File: src/rtl/mspacman_pkg.sv
// Shared types and defaults for the Ms. Pac-Man ROM download controller.
package mspacman_pkg;

  // Controller sequence: download, drain, hold reset, then run (or stop in FAIL).
  typedef enum logic [2:0] {
    ST_IDLE  = 3'd0,
    ST_LOAD  = 3'd1,
    ST_DRAIN = 3'd2,
    ST_HOLD  = 3'd3,
    ST_RUN   = 3'd4,
    ST_FAIL  = 3'd5
  } dl_state_t;

  // Bit positions inside the sticky error vector.
  localparam int ERR_OVF   = 0;
  localparam int ERR_RANGE = 1;
  localparam int ERR_SIZE  = 2;

  // Defaults shared with the emu top.
  localparam int ROM_SIZE_DEFAULT    = 49152;
  localparam int HOLD_CYCLES_DEFAULT = 256;
  localparam int ADDR_W_DEFAULT      = 16;
  localparam int FIFO_DEPTH_DEFAULT  = 4;

  // Byte counter is wide enough to count one byte past a 64 KiB image.
  localparam int BYTE_CNT_W = 17;

endpackage

File: src/rtl/dl_fifo.sv
// Small synchronous FIFO buffering ioctl writes until the next ce slot.
// DEPTH must be a power of two and at least 2. The head word is read
// combinationally so a pop can present it in the same cycle.
module dl_fifo #(
  parameter int DEPTH = 4,
  parameter int WIDTH = 24
) (
  input  logic             clk,
  input  logic             srst,
  input  logic             flush,
  input  logic             push,
  input  logic             pop,
  input  logic [WIDTH-1:0] din,
  output logic [WIDTH-1:0] dout,
  output logic             full,
  output logic             empty
);

  localparam int PTR_W = $clog2(DEPTH);
  localparam int CNT_W = PTR_W + 1;

  logic [WIDTH-1:0] mem_q [DEPTH];
  logic [CNT_W-1:0] wr_ptr_q, wr_ptr_d;
  logic [CNT_W-1:0] rd_ptr_q, rd_ptr_d;
  logic             do_push;
  logic             do_pop;

  assign empty   = (wr_ptr_q == rd_ptr_q);
  assign full    = ((wr_ptr_q - rd_ptr_q) == CNT_W'(DEPTH));
  assign do_pop  = pop & ~empty;
  // A push into a full FIFO is fine when the head leaves in the same cycle.
  assign do_push = push & (~full | do_pop);
  assign dout    = mem_q[rd_ptr_q[PTR_W-1:0]];

  // Pointer update; flush wins over any simultaneous push or pop.
  always_comb begin
    wr_ptr_d = wr_ptr_q;
    rd_ptr_d = rd_ptr_q;
    if (flush) begin
      wr_ptr_d = '0;
      rd_ptr_d = '0;
    end else begin
      if (do_push) wr_ptr_d = wr_ptr_q + CNT_W'(1);
      if (do_pop)  rd_ptr_d = rd_ptr_q + CNT_W'(1);
    end
  end

  // Pointer registers.
  always_ff @(posedge clk) begin
    if (srst) begin
      wr_ptr_q <= '0;
      rd_ptr_q <= '0;
    end else begin
      wr_ptr_q <= wr_ptr_d;
      rd_ptr_q <= rd_ptr_d;
    end
  end

  // Storage write; contents need no reset since the pointers gate visibility.
  always_ff @(posedge clk) begin
    if (do_push && !flush && !srst) begin
      mem_q[wr_ptr_q[PTR_W-1:0]] <= din;
    end
  end

endmodule

File: src/rtl/mspacman_dl_ctrl.sv
// ROM download sequencer: buffers hps_io ioctl writes, replays them to the
// core's dn_* port on ce slots, validates the image and owns core reset.
module mspacman_dl_ctrl
  import mspacman_pkg::*;
#(
  parameter int ROM_SIZE    = ROM_SIZE_DEFAULT,
  parameter int ADDR_W      = ADDR_W_DEFAULT,
  parameter int FIFO_DEPTH  = FIFO_DEPTH_DEFAULT,
  parameter int HOLD_CYCLES = HOLD_CYCLES_DEFAULT
) (
  input  logic              CLK,
  input  logic              RESET,
  input  logic              ce,
  input  logic              ioctl_download,
  input  logic              ioctl_wr,
  input  logic [24:0]       ioctl_addr,
  input  logic [7:0]        ioctl_dout,
  input  logic              user_reset,
  output logic [ADDR_W-1:0] dn_addr,
  output logic [7:0]        dn_data,
  output logic              dn_wr,
  output logic              core_reset,
  output logic              busy,
  output logic              rom_ok,
  output logic [2:0]        err
);

  localparam int HOLD_W  = (HOLD_CYCLES > 1) ? $clog2(HOLD_CYCLES) : 1;
  localparam int ENTRY_W = ADDR_W + 8;

  localparam logic [HOLD_W-1:0]     HOLD_LOAD    = HOLD_W'(HOLD_CYCLES - 1);
  localparam logic [BYTE_CNT_W-1:0] CNT_MAX      = '1;
  localparam logic [BYTE_CNT_W-1:0] ROM_SIZE_CNT = BYTE_CNT_W'(ROM_SIZE);
  localparam logic [24:0]           ROM_LIMIT    = 25'(ROM_SIZE);

  dl_state_t              state_q, state_d;
  logic                   dl_prev_q, dl_prev_d;
  logic [2:0]             err_q, err_d;
  logic                   rom_ok_q, rom_ok_d;
  logic [BYTE_CNT_W-1:0]  byte_cnt_q, byte_cnt_d;
  logic [HOLD_W-1:0]      hold_cnt_q, hold_cnt_d;
  logic [ADDR_W-1:0]      last_addr_q, last_addr_d;
  logic [7:0]             last_data_q, last_data_d;

  logic                   dl_rise;
  logic                   accepting;
  logic                   wr_in_range;
  logic                   fifo_push;
  logic                   fifo_pop;
  logic                   fifo_full;
  logic                   fifo_empty;
  logic [ENTRY_W-1:0]     fifo_dout;

  assign dl_rise     = ioctl_download & ~dl_prev_q;
  assign accepting   = ((state_q == ST_LOAD) || (state_q == ST_DRAIN)) & ~dl_rise;
  assign wr_in_range = (ioctl_addr < ROM_LIMIT);
  // A restart flushes the buffer, so nothing is replayed in that cycle.
  assign fifo_pop    = ce & ~fifo_empty & ~dl_rise & ~RESET;
  assign fifo_push   = accepting & ioctl_wr & wr_in_range & (~fifo_full | fifo_pop);

  dl_fifo #(
    .DEPTH (FIFO_DEPTH),
    .WIDTH (ENTRY_W)
  ) u_fifo (
    .clk   (CLK),
    .srst  (RESET),
    .flush (dl_rise),
    .push  (fifo_push),
    .pop   (fifo_pop),
    .din   ({ioctl_addr[ADDR_W-1:0], ioctl_dout}),
    .dout  (fifo_dout),
    .full  (fifo_full),
    .empty (fifo_empty)
  );

  // Next-state, write accounting, hold timer and replay data selection.
  always_comb begin
    state_d     = state_q;
    dl_prev_d   = ioctl_download;
    err_d       = err_q;
    rom_ok_d    = rom_ok_q;
    byte_cnt_d  = byte_cnt_q;
    hold_cnt_d  = hold_cnt_q;
    last_addr_d = last_addr_q;
    last_data_d = last_data_q;

    if (fifo_pop) begin
      last_addr_d = fifo_dout[ENTRY_W-1:8];
      last_data_d = fifo_dout[7:0];
    end

    if (accepting && ioctl_wr) begin
      if (!wr_in_range) begin
        err_d[ERR_RANGE] = 1'b1;
      end else if (fifo_full && !fifo_pop) begin
        err_d[ERR_OVF] = 1'b1;
      end else if (byte_cnt_q != CNT_MAX) begin
        byte_cnt_d = byte_cnt_q + BYTE_CNT_W'(1);
      end
    end

    case (state_q)
      ST_IDLE: ;
      ST_LOAD: begin
        if (!ioctl_download) state_d = ST_DRAIN;
      end
      ST_DRAIN: begin
        // Wait until every buffered byte has reached the core.
        if (fifo_empty && !fifo_push) begin
          state_d    = ST_HOLD;
          hold_cnt_d = HOLD_LOAD;
          if (byte_cnt_q != ROM_SIZE_CNT) err_d[ERR_SIZE] = 1'b1;
        end
      end
      ST_HOLD: begin
        if (hold_cnt_q == '0) begin
          if (err_q == 3'b000) begin
            state_d  = ST_RUN;
            rom_ok_d = 1'b1;
          end else begin
            state_d = ST_FAIL;
          end
        end else begin
          hold_cnt_d = hold_cnt_q - HOLD_W'(1);
        end
      end
      ST_RUN: begin
        if (user_reset) begin
          state_d    = ST_HOLD;
          hold_cnt_d = HOLD_LOAD;
        end
      end
      ST_FAIL: ;
      default: state_d = ST_IDLE;
    endcase

    // A new download abandons whatever sequence is in progress.
    if (dl_rise) begin
      state_d    = ST_LOAD;
      err_d      = 3'b000;
      rom_ok_d   = 1'b0;
      byte_cnt_d = '0;
    end
  end

  // State registers. dl_prev resets high so a download already in progress
  // across RESET is not mistaken for a new one; only a fresh edge restarts.
  always_ff @(posedge CLK) begin
    if (RESET) begin
      state_q     <= ST_IDLE;
      dl_prev_q   <= 1'b1;
      err_q       <= 3'b000;
      rom_ok_q    <= 1'b0;
      byte_cnt_q  <= '0;
      hold_cnt_q  <= '0;
      last_addr_q <= '0;
      last_data_q <= '0;
    end else begin
      state_q     <= state_d;
      dl_prev_q   <= dl_prev_d;
      err_q       <= err_d;
      rom_ok_q    <= rom_ok_d;
      byte_cnt_q  <= byte_cnt_d;
      hold_cnt_q  <= hold_cnt_d;
      last_addr_q <= last_addr_d;
      last_data_q <= last_data_d;
    end
  end

  // dn_* shows the FIFO head during a pop and holds the last replayed word otherwise.
  assign dn_wr      = fifo_pop;
  assign dn_addr    = last_addr_d;
  assign dn_data    = last_data_d;
  assign core_reset = (state_q != ST_RUN);
  assign busy       = (state_q != ST_RUN);
  assign rom_ok     = rom_ok_q;
  assign err        = err_q;

endmodule

File: config.mk
export PLATFORM = sky130hd
export DESIGN_NAME = mspacman_dl_ctrl
export DESIGN_NICKNAME = d
export VERILOG_FILES = /design/src/rtl/mspacman_pkg.sv /design/src/rtl/dl_fifo.sv /design/src/rtl/mspacman_dl_ctrl.sv
export SDC_FILE = /design/constraint.sdc
export NUM_CORES = 1
export LEC_CHECK = 0
export ABC_AREA = 1
export CORE_UTILIZATION = 50
export DETAILED_ROUTE_END_ITERATION = 6
export PLACE_DENSITY = 0.72
export SLEW_MARGIN = 0
export SYNTH_ARGS = -nofsm -noshare
export SYNTH_HDL_FRONTEND = slang
export SYNTH_SLANG_ARGS = --single-unit
File: constraint.sdc
create_clock -name CLK -period 4.4 [get_ports CLK]
set_input_delay 1.32 -clock CLK [delete_from_list [all_inputs] [get_ports CLK]]
set_output_delay 1.32 -clock CLK [all_outputs]
set_load 0.01 [all_outputs]
Word-level counts from Yosys, hierarchy flattened:

Memories as Yosys holds them, arrays and structs flattened. A register that Yosys moved wholly into a read port is not among the register bits.
Index checks and enable logic that the tools add are counted.

* flip-flop bits (word level): 63
* bits in latches: 0
* memory bits (writable): 96
* bits in read-only memories: 0
* memories: 1
* output and inout port bits: 31

* bitwise logic cells: 20
* shift-type cells: 0
* $lt $le $gt $ge: 1
* divide/modulo/power cells: 0
* equality and inequality tests: 20
* $add $sub $neg: 5
* muxes and demuxes: 17
* reductions and logical operators: 24
* multiply operators: 0

Memories
* u_fifo.mem_q: words 4, width 24, read ports 1, clocked after memory_dff 1, write ports 1, RTL line dl_fifo.sv:22 `logic [WIDTH-1:0] mem_q [DEPTH];`

Operators by type and width (count)
* 8-bit 2-to-1 mux: 4
* 25-bit by 16-bit less-than comparator with 1-bit output (second input constant): 1
* 8-bit one-hot mux with 3 select lines: 1
* 17-bit by 1-bit adder with 17-bit output (second input constant): 1
* 17-bit by 16-bit != test with 1-bit output (second input constant): 1
* 17-bit != test (second input constant): 1
* 16-bit 2-to-1 mux: 1
* 3-bit one-hot mux with 5 select lines: 1
* 3-bit 2-to-1 mux: 4
* 3-bit != test (second input constant): 4
* 1-bit bitwise AND: 10
* 5-bit AND reduction: 2
* 3-bit equality test (second input constant): 3
* 3-bit AND reduction: 3
* 8-bit logical NOT: 1
* 2-bit != test (second input constant): 4
* 1-bit inverter: 8
* 4-bit AND reduction: 2
* 8-bit by 1-bit subtractor with 8-bit output (second input constant): 1
* 3-bit by 1-bit adder with 3-bit output (second input constant): 2
* 3-bit by 2-bit equality test with 1-bit output (second input constant): 2
* 3-bit logical NOT: 2
* 1-bit logical AND: 5
* 1-bit logical NOT: 4
* 12 further kinds: 19

Logic depth before layout (Yosys ltp):

* depth after elaboration: 12
* mapped depth: 17
* mapped depth without buffers: 17

Cells and area by module:

A second synthesis with hierarchy kept.

* cells, all modules: 726
* area, all modules: 7036.7 µm²

Modules (own cells, without submodules)
* dl_fifo: area an instance 4075.2 µm², sequential area each 3042.9 µm², cells an instance 305, instances 1
* mspacman_dl_ctrl: area an instance 2961.6 µm², sequential area each 1141.1 µm², cells an instance 421, instances 1

Least setup slack after synthesis:

Ideal clock, no wire load.

* path kind: input to output
* start point: input ioctl_download
* end point: output dn_addr[13]
* cell stages on the path: 8
* slack: 819 ps
* data arrival time: 2261 ps
* cell sequence: inv_2 -> nor2_1 -> nor2_1 -> nand3_4 -> inv_1 -> buf_2 -> nand2_1 -> nand2_1

* word-level cells in the longest chain between the ends: 5

RTL lines
* start, declared: RTL line mspacman_dl_ctrl.sv:14 `input logic ioctl_download,`
* 1-bit bitwise AND: RTL line mspacman_dl_ctrl.sv:54 `assign dl_rise = ioctl_download & ~dl_prev_q;`
* 1-bit inverter: RTL line mspacman_dl_ctrl.sv:58 `assign fifo_pop = ce & ~fifo_empty & ~dl_rise & ~RESET;`
* 1-bit bitwise AND (2 in series): RTL line mspacman_dl_ctrl.sv:58
* via dn_wr: RTL line mspacman_dl_ctrl.sv:21 `output logic dn_wr,`
* 16-bit 2-to-1 mux: RTL line mspacman_dl_ctrl.sv:87 `if (fifo_pop) begin`
* end, declared: RTL line mspacman_dl_ctrl.sv:19 `output logic [ADDR_W-1:0] dn_addr,`

The timed path passes the listed nets, and every way through them passes these cells.

Worst setup path after layout:

* start point: input ioctl_download
* end point: output dn_addr[0]

* word-level cells in the longest chain between the ends: 5

RTL lines (RTL line)
* 1-bit bitwise AND: mspacman_dl_ctrl.sv:54
* 1-bit inverter: mspacman_dl_ctrl.sv:58
* 1-bit bitwise AND (2 in series): mspacman_dl_ctrl.sv:58
* 16-bit 2-to-1 mux: mspacman_dl_ctrl.sv:87

Every way passes these cells.

==> impl_metrics.ini <==
[flow_run]
drv_cap = 0

[hold_path]
min_from = last_addr_q[6]
hold_path_depth = 2
whs_endpoint = last_addr_q[6]
hp-class = flip-flop to flip-flop

[timing]
max_freq_mhz = 227
tightest_slew_ns = 0.724
max-slew-margin-rel = 0.517
fin_skew_ns = 0.00678
period_minus_slack_ns = 4.41
setup_viol_count_final = 1
grt_setup_unrepaired = yes
drv_slew = 0
final-hold-violation-count = 0
setup_slack_ns = -0.00698
fin_crit_sh = 1.00

[placed_design]
gp_congestion = 0.885
dpl.hpwl_um = 9380
portBuffers = 69
placedInstanceArea_sq_um = 7860
placed_cells = 943

[clock_tree]
htreeDepth = 4
cts_buffers = 17
worst_skew_pair.late_latency_ns = 0.42
clock-sinks = 161
clk_path_buf_depth = 2
clockRootBuffer = clkbuf_16
path_clk_slew_ns = 0.06
tritoncts = done

[final_layout]
syn_to_final_growth_pct = 24.6
final_cell_mix = 144 x nand2_1, 96 x edfxtp_1, 77 x nor2_1, 65 x dfxtp_1, 61 x o21ai_0
drive_above_1_share = 0.131
final_common_cell = nand2_1
fin_nets = 842
final-instance-count-excl-fill = 981
fin_area_sq_um = 8600

[worst_setup_path]
crit_arrival_ns = 3.09
reg2reg_from = u_fifo.wr_ptr_q[0]
cp_data_required_time_ns = 3.08
crit_path_end_kind = primary output
r2r_end = u_fifo.mem_q[2][13]
cp_top_family = buffers and inverters
path_buf_inv = 6
path_max_fanout = 10
reg2reg_slack_ns = 1.83
crit_slowest_cell = clkdlybuf4s50_1
startpoint_type = input port
critical_path_class = input port to primary output
slowest_delay_ns = 0.47
worstRegToRegCells = 13
crit_chain = clkdlybuf4s50_1 > inv_2 > nor2_4 > nor2_4 > nand3_4 > clkinvlp_4 > clkbuf_16 > buf_4 > nand2_1 > nand2_1 > dlygate4sd2_1
cp.depth = 11

[synthesis]
synth_seq_area_share = 0.606
synth_top_family_by_area = simple AND/OR/NAND/NOR gates
synth_xor_area_frac = 0.00761
ys.flop_type = edfxtp_1
synthAdderAreaFrac = 0.0218
syn-num-nets = 762
syn_area_per_cell_sq_um = 9.71
synth-compound-area-share = 0.116
ys_types = 38
async_flop_share = 0
netlist_top_cells_area = edfxtp_1 42%, dfxtp_1 19%, nand2_1 7.8%
synthesis.area_sq_um = 6900
yosysWarnings = 0
yosys.area_share.simple = 0.199
synth-seq-cells = 161
synth_area_leader_cell = edfxtp_1
synth_top_area_frac = 0.418
syn_inst = 711
muxShareOfSynthArea = 0
synth_edf_count = 96

[die]
dieWidth_um = 119
core_area_sq_um = 13300
die_y_um = 119
initial_utilization = 0.517
io_pins = 70
die_area_sq_um = 14300
core.rowCount = 42

[route]
vias_per_cell = 5.34
routed_wl_um = 15200
post_drt_wl_per_cell_um = 15.5
drt_pass1_iterations = 5
postRouteAntennaNets = 0
drc = 0
vias = 5238
drt_iter0_drc = 519

[global_route]
grt.total_usage = 0.224
grt_pass1_vias = 5218
antenna_found_initial = 1
grt_pass1_wl_um = 25000
grt.overflow.total = 0
grt_start_max_net_pins = 49

[power]
power_density_nw_per_um2 = 392
total_power_w = 0.00337
p_leak_nw = 3.50
ir_drop_v = 0.000264

[run_status]
violations = negative setup slack
outcome = finished, violations left
## power breakdown
group	total (W)	leakage [nW]	switching [W]	internal [W]
sequential	0.00163	1.39	0.0000204	0.00161
clock	0.00151	0.284	0.000613	0.000898
combinational	0.000232	1.83	0.000126	0.000106
total	0.00337	3.50	0.000759	0.00262
## metal layers
metal	share of wire	global-route usage	up-vias
met5	0	0	-
met4	0.019	0.0844	0
met3	0.052	0.0494	23
met2	0.49	0.388	149
li1	-	-	2585
met1	0.44	0.272	2481
## tightest hold or removal path: stages (launching register included)
cell	delay (ns)
dfxtp_1	0.30
nand2_1	0.07
a21oi_1	0.06
## through the flow
stage	TNS, ns	worst slack [ns]	util	hold slack [ns]
after CTS	0	0.00169	0.634	0.474
after detailed placement	-1.41	-0.0840	0.589	0.464
final	-0.00698	-0.00698	0.644	0.472
after global placement	-0.529	-0.0332	0.589	0.443
after global routing	-0.0931	-0.0766	0.644	0.491
after floorplan	0	0.819	-	0.447
## cells in the mapped netlist, types with 2 or more instances
library cell / count
o22ai_1: 24
xor2_1: 4
a21oi_1: 47
xnor2_1: 2
nor4_1: 7
nand3_2: 3
or2_2: 5
o21ai_0: 61
nand3_1: 19
dfxtp_1: 65
edfxtp_1: 96
ha_1: 12
clkbuf_1: 21
nand2_2: 14
inv_1: 53
o21ai_2: 2
nor3_1: 6
buf_2: 3
nor3b_1: 2
nand2_4: 2
nand3_4: 2
nand4_1: 8
nor2_1: 83
inv_2: 6
a21oi_2: 8
nand2_1: 144
## how the worst max path moves through the flow
stage | from | to | slack [ns]
after floorplan | ioctl_download | dn_addr[13] | 0.82
after global placement | ioctl_download | dn_addr[0] | -0.03
after detailed placement | ioctl_download | dn_addr[0] | -0.08
after CTS | ioctl_download | dn_addr[10] | 0.002
after global routing | ioctl_download | dn_addr[0] | -0.08
final | ioctl_download | dn_addr[0] | -0.007
## area by class of cell
| cell class | instances | area [sq um] |
|---|---|---|
| fill | 1073 | 4750 |
| sequential | 161 | 4180 |
| multi-input combinational | 465 | 2400 |
| timing repair buffer | 87 | 957 |
| clock buffer | 17 | 425 |
| inverter | 59 | 225 |
| tap | 176 | 220 |
| clock inverter | 15 | 184 |
| antenna | 1 | 2.50 |
## kinds of logic after synthesis
| logic type | count (synthesis) |
|---|---|
| AND/OR/NAND/NOR | 302 |
| flip-flops | 161 |
| AO/OA/AOI/OAI | 145 |
| buffers and inverters | 85 |
| adder cells (fa/ha/maj) | 12 |
| XOR/XNOR | 6 |
## sequential cells by signal (all words and copies together) (netlist names), named ones only
register         flops
byte_cnt_q          17
dl_prev_q            1
err                  3
hold_cnt_q           8
last_addr_q         16
last_data_q          8
rom_ok               1
state_q              3
u_fifo.mem_q        96
u_fifo.rd_ptr_q      3
u_fifo.wr_ptr_q      3
## repair_timing
action                     4_1_cts  5_1_grt
buffers inserted                 0        4
setup endpoints to repair       24       17
cloned                           0        1
pin swaps                        0        1
gates resized for setup          8       24
hold buffers                     0        0
Power figures use the tool's default switching activity.
==> variant 1, RTL diff (same settings) <==
Change the package constant `BYTE_CNT_W` from 17 to 21.
--- a/src/rtl/mspacman_pkg.sv
+++ b/src/rtl/mspacman_pkg.sv
@@ -23,7 +23,7 @@
   localparam int FIFO_DEPTH_DEFAULT  = 4;
 
   // Byte counter is wide enough to count one byte past a 64 KiB image.
-  localparam int BYTE_CNT_W = 17;
+  localparam int BYTE_CNT_W = 21;
 
 endpackage
 
Function: no difference found for any inputs over 4 cycles, from zero or initial values and one cycle with RESET high; that may be too few to reach the edited logic, so the function may still have changed.
==> variant 1 against the unedited design <==
The flow finishes with violations (design-rule violations); global-route usage fell by 0.36 points; hold slack got worse by 0.020 ns; combinational power fell by 48%; power fell by 4.8%; routed wire length rose by 1.8%; die area rose by 2.8%; synthesized area rose by 2.9%; worst setup slack improved by 0.028 ns; count of clock-buffer cells in the layout rose by 3; final area rose by 2.2%; via count rose by 5.6%; sequential cell count rose by 4; critical path type unchanged; largest power group unchanged.
==> variant 1: results (changes against the unedited design) <==
top post-synthesis cells by area edfxtp_1 41%, dfxtp_1 19%, nand2_1 8.6%, nor2_1 4.9%, o21ai_0 4.3%; Register-to-Register Setup Slack 1.47 ns (-0.36 ns); status finished with violations; Final Instance Count excl. Fillers 1035 (+5.5%); worst r2r dst u_fifo.mem_q[0][11]$_DFFE_PP_; critical-path maximum fanout 13 (+3); failing checks design-rule violations; dpl cell area 0.00814 sq mm (+3.6%); layout cells sized above 1 8.89% (-4.2 points); vias in the first global route 5289 (+1.4%); met2 Use GR 37.8% (-1.0 points); synth cell count leaders 163 x nand2_1, 96 x edfxtp_1, 93 x nor2_1, 69 x dfxtp_1, 61 x o21ai_0; area of the multi-input gates 0.00253 sq mm (+5.3%); Comb pwr share 3.8% (-3.1 points); Total GRT Usage 22.0% (-0.36 points); Compound-Gate Fraction of Synth Area 11.4% (-0.18 points); first-pass GRT wire length 24700 microns (-1.2%); Total Wirelength 15500 microns (+1.8%); final worst slack 0.0205 ns (+0.0275 ns); initial DRC count 448 (-14%); Worst VDD drop 0.000253 V (-4.4%); Slew headroom 58.2% (+6.5 points); DRT Pass-1 Iters 7 (+2); HP Start rom_ok$_SDFFE_PP0P_; # fillers 1097 (+2.2%); P_int 2.56 mW (-2.2%); WL met1 6890 microns (+3.0%); DP Worst Slack -0.0623 ns (+0.0217 ns); register area share after synthesis 60.1% (-0.56 points); DP Wirelength 10100 microns (+8.0%); combinational power 121 uW (-48%); antenna violations before repair 0 (-1); via count 5533 (+5.6%); GR Util met3 4.84% (-0.10 points); CP endpoint dn_addr[14]; routed wl met3 662 microns (-16%); antenna cells 0 (-1); Fin Hold WS 0.452 ns (-0.0200 ns); Post-Synth XOR/XNOR Area 1.48% (+0.72 points); Leakage 3.49 nW (-0.12%); DR DRC count 1 (+1); Syn Inst Count 761 (+7.0%); fin nets 892 (+5.9%)
## variant 1: cell count changes after synthesis, sizes merged, moves of 3 or more
cell / change
nor2: +11
nor4: -5
nand3: +12
dfxtp: +4
nand4: -4
xor2: +7
a21oi: +3
clkbuf: +3
nand2: +9
inv: -6
nor3: +12
## variant 1: what timing repair did
item / in CTS / in global routing
gates resized for setup: 17 / 11
endpoints found under the setup margin: 24 / 9
pin swaps: 1 / 1
endpoints found under the hold margin: 0 / 0
cloned: 0 / 1
buffers inserted: 0 / 2
## variant 1: layout make-up
class,count,area share [%]
clock inverters,12,1.44
multi-input cells,512,28.8
flip-flops and latches,165,48.5
well taps,180,2.56
repair buffers,91,11.1
inverters,55,2.38
clock buffers,20,5.20
## variant 1: worst max-delay path, cell delays in order
cell and delay (ns):
clkdlybuf4s50_1 0.46, inv_1 0.06, nor2_2 0.16, nor2_4 0.06, nand3_4 0.13, buf_12 0.15, nand2_1 0.07, nand2_1 0.09
clkdlybuf4s50_1 0.54
==> variant 2, RTL diff (config.mk and constraints unchanged) <==
Made on the original files. Encoding of `dl_state_t`: now one-hot (6 bits for 6 states).
--- a/src/rtl/mspacman_pkg.sv
+++ b/src/rtl/mspacman_pkg.sv
@@ -2,13 +2,13 @@
 package mspacman_pkg;
 
   // Controller sequence: download, drain, hold reset, then run (or stop in FAIL).
-  typedef enum logic [2:0] {
-    ST_IDLE  = 3'd0,
-    ST_LOAD  = 3'd1,
-    ST_DRAIN = 3'd2,
-    ST_HOLD  = 3'd3,
-    ST_RUN   = 3'd4,
-    ST_FAIL  = 3'd5
+  typedef enum logic [5:0] {
+    ST_IDLE  = 6'b000001,
+    ST_LOAD  = 6'b000010,
+    ST_DRAIN = 6'b000100,
+    ST_HOLD  = 6'b001000,
+    ST_RUN   = 6'b010000,
+    ST_FAIL  = 6'b100000
   } dl_state_t;
 
   // Bit positions inside the sticky error vector.
Behaviour: same outputs for any inputs over 4 cycles, from zero or initial values and one cycle with RESET high; so few cycles prove little.
==> variant 2 against the unedited design <==
Final area fell by 0.33%; worst setup slack improved by 0.13 ns; sequential cell count grew 3; sequential power is 4% higher; synthesized area rose by 2.6%; routed wire length is 2.1% lower; count of clock-buffer cells in the layout increased by 3; power is 3.2% higher.
==> variant 2: results (changes against the unedited design) <==
Layout Skew 0.00568 ns (-0.00110 ns); Synth Net Count 800 (+5.0%); GP Congestion 0.883 (-0.24%); Leakage 3.34 nW (-4.5%); DR vias/cell 5.30 (-0.71%); share of Yosys cell area claimed by the top area cell type 40.7% (-1.1 points); antenna cells 0 (-1); Compound-Gate Fraction of Synth Area 10.2% (-1.4 points); Synth cell types 36 (-5.3%); first-pass GRT wire length 24700 microns (-1.2%); Synth Area per Inst 9.46 sq um (-2.6%); antenna violations before repair 0 (-1); top post-synthesis cells by area edfxtp_1 41%, dfxtp_1 19%, nand2_1 8.7%, nor2_1 4.6%, a21oi_1 3.9%; register area share after synthesis 59.9% (-0.72 points); Worst VDD drop 0.000281 V (+6.4%); layout cells sized above 1 9.87% (-3.2 points); Total GRT Usage 21.9% (-0.49 points); status finished clean; via count 5413 (+3.3%); worst endpoint data arrival time 2.96 ns (-0.13 ns); DP Wirelength 9840 microns (+4.9%); wire per inst 14.6 microns (-5.9%); synth cell count leaders 164 x nand2_1, 96 x edfxtp_1, 87 x nor2_1, 68 x dfxtp_1, 55 x a21oi_1; vias in the first global route 5306 (+1.7%); placed cells 988 (+4.8%); Post-Synth XOR/XNOR Area 1.24% (+0.47 points); fin nets 879 (+4.4%); # fillers 1120 (+4.4%); worst-margin pin slew 0.613 ns (-0.111 ns); critical-path maximum fanout 11 (+1)
==> variant 2: changes by cell type after synthesis, moves of 5 or more <==
cell     unedited run  this run
a21oi_1            47        55
a21oi_2             8         1
nand2_2            14         3
o21ai_0            61        52
nand3_1            19        38
nor2_2              1         6
nand2_1           144       164
==> variant 2: kinds of logic after synthesis <==
logic type,Yosys count
compound gates,136
buf+inv,86
xor+xnor,10
fa+ha+maj,12
flops,164
simple gates,341
==> variant 2: routing by layer <==
metal  track usage, %  wire, microns  share of wire (%)
met4             11.1            337                2.3
met2             37.9           7440                 50
met1             25.8           6520                 44
met5                0              0                  0
met3             4.42            615                4.1
==> variant 2: tightest hold or removal path, stage by stage (launching register included) <==
cell,delay [ns]
dfxtp_1,0.31
inv_1,0.04
a21oi_1,0.05
==> variant 2: final timing paths <==
kind | slack (ns) | start | depth (start not counted) | end
hold / removal | 0.45 | rom_ok$_SDFFE_PP0P_ | 2 | rom_ok$_SDFFE_PP0P_
hold reg to reg | 0.45 | rom_ok$_SDFFE_PP0P_ | 2 | rom_ok$_SDFFE_PP0P_
setup / recovery | 0.12 | ioctl_download | 8 | dn_wr
setup reg to reg | 1.72 | u_fifo.wr_ptr_q[0]$_SDFFE_PP0P_ | 14 | u_fifo.mem_q[0][22]$_DFFE_PP_
==> variant 2: cell type report <==
class	instances	area, sq um	share of cell area [%]
clock buffers	20	437	5.09
clock inverters	12	108	1.26
inverters	56	213	2.48
multi-input cells	499	2490	29.1
flip-flops and latches	164	4240	49.5
well taps	180	225	2.63
repair buffers	90	851	9.93
==> variant 2: metrics by stage <==
step	power (mW)	cell area, sq um	TNS [ns]	worst slack [ns]
5_1_grt	3.62	8570	0	0.0547
2_1_floorplan	2.03	7090	0	0.734
3_5_place_dp	2.14	8040	-2.20	-0.148
4_1_cts	3.50	8570	0	0.117
3_3_place_gp	2.13	8040	-1.79	-0.0978
6_report	3.48	8570	0	0.123
==> variant 2: power breakdown <==
group	internal [mW]	switching, mW
registers	1.66	0.0323
logic	0.174	0.255
clock network	0.777	0.587
==> variant 2: what timing repair did <==
item                                    in CTS  in global routing
endpoints found under the setup margin      25                  0
gates resized for setup                     28                  0
setup buffers                                1                  0
hold buffers                                 0                  0
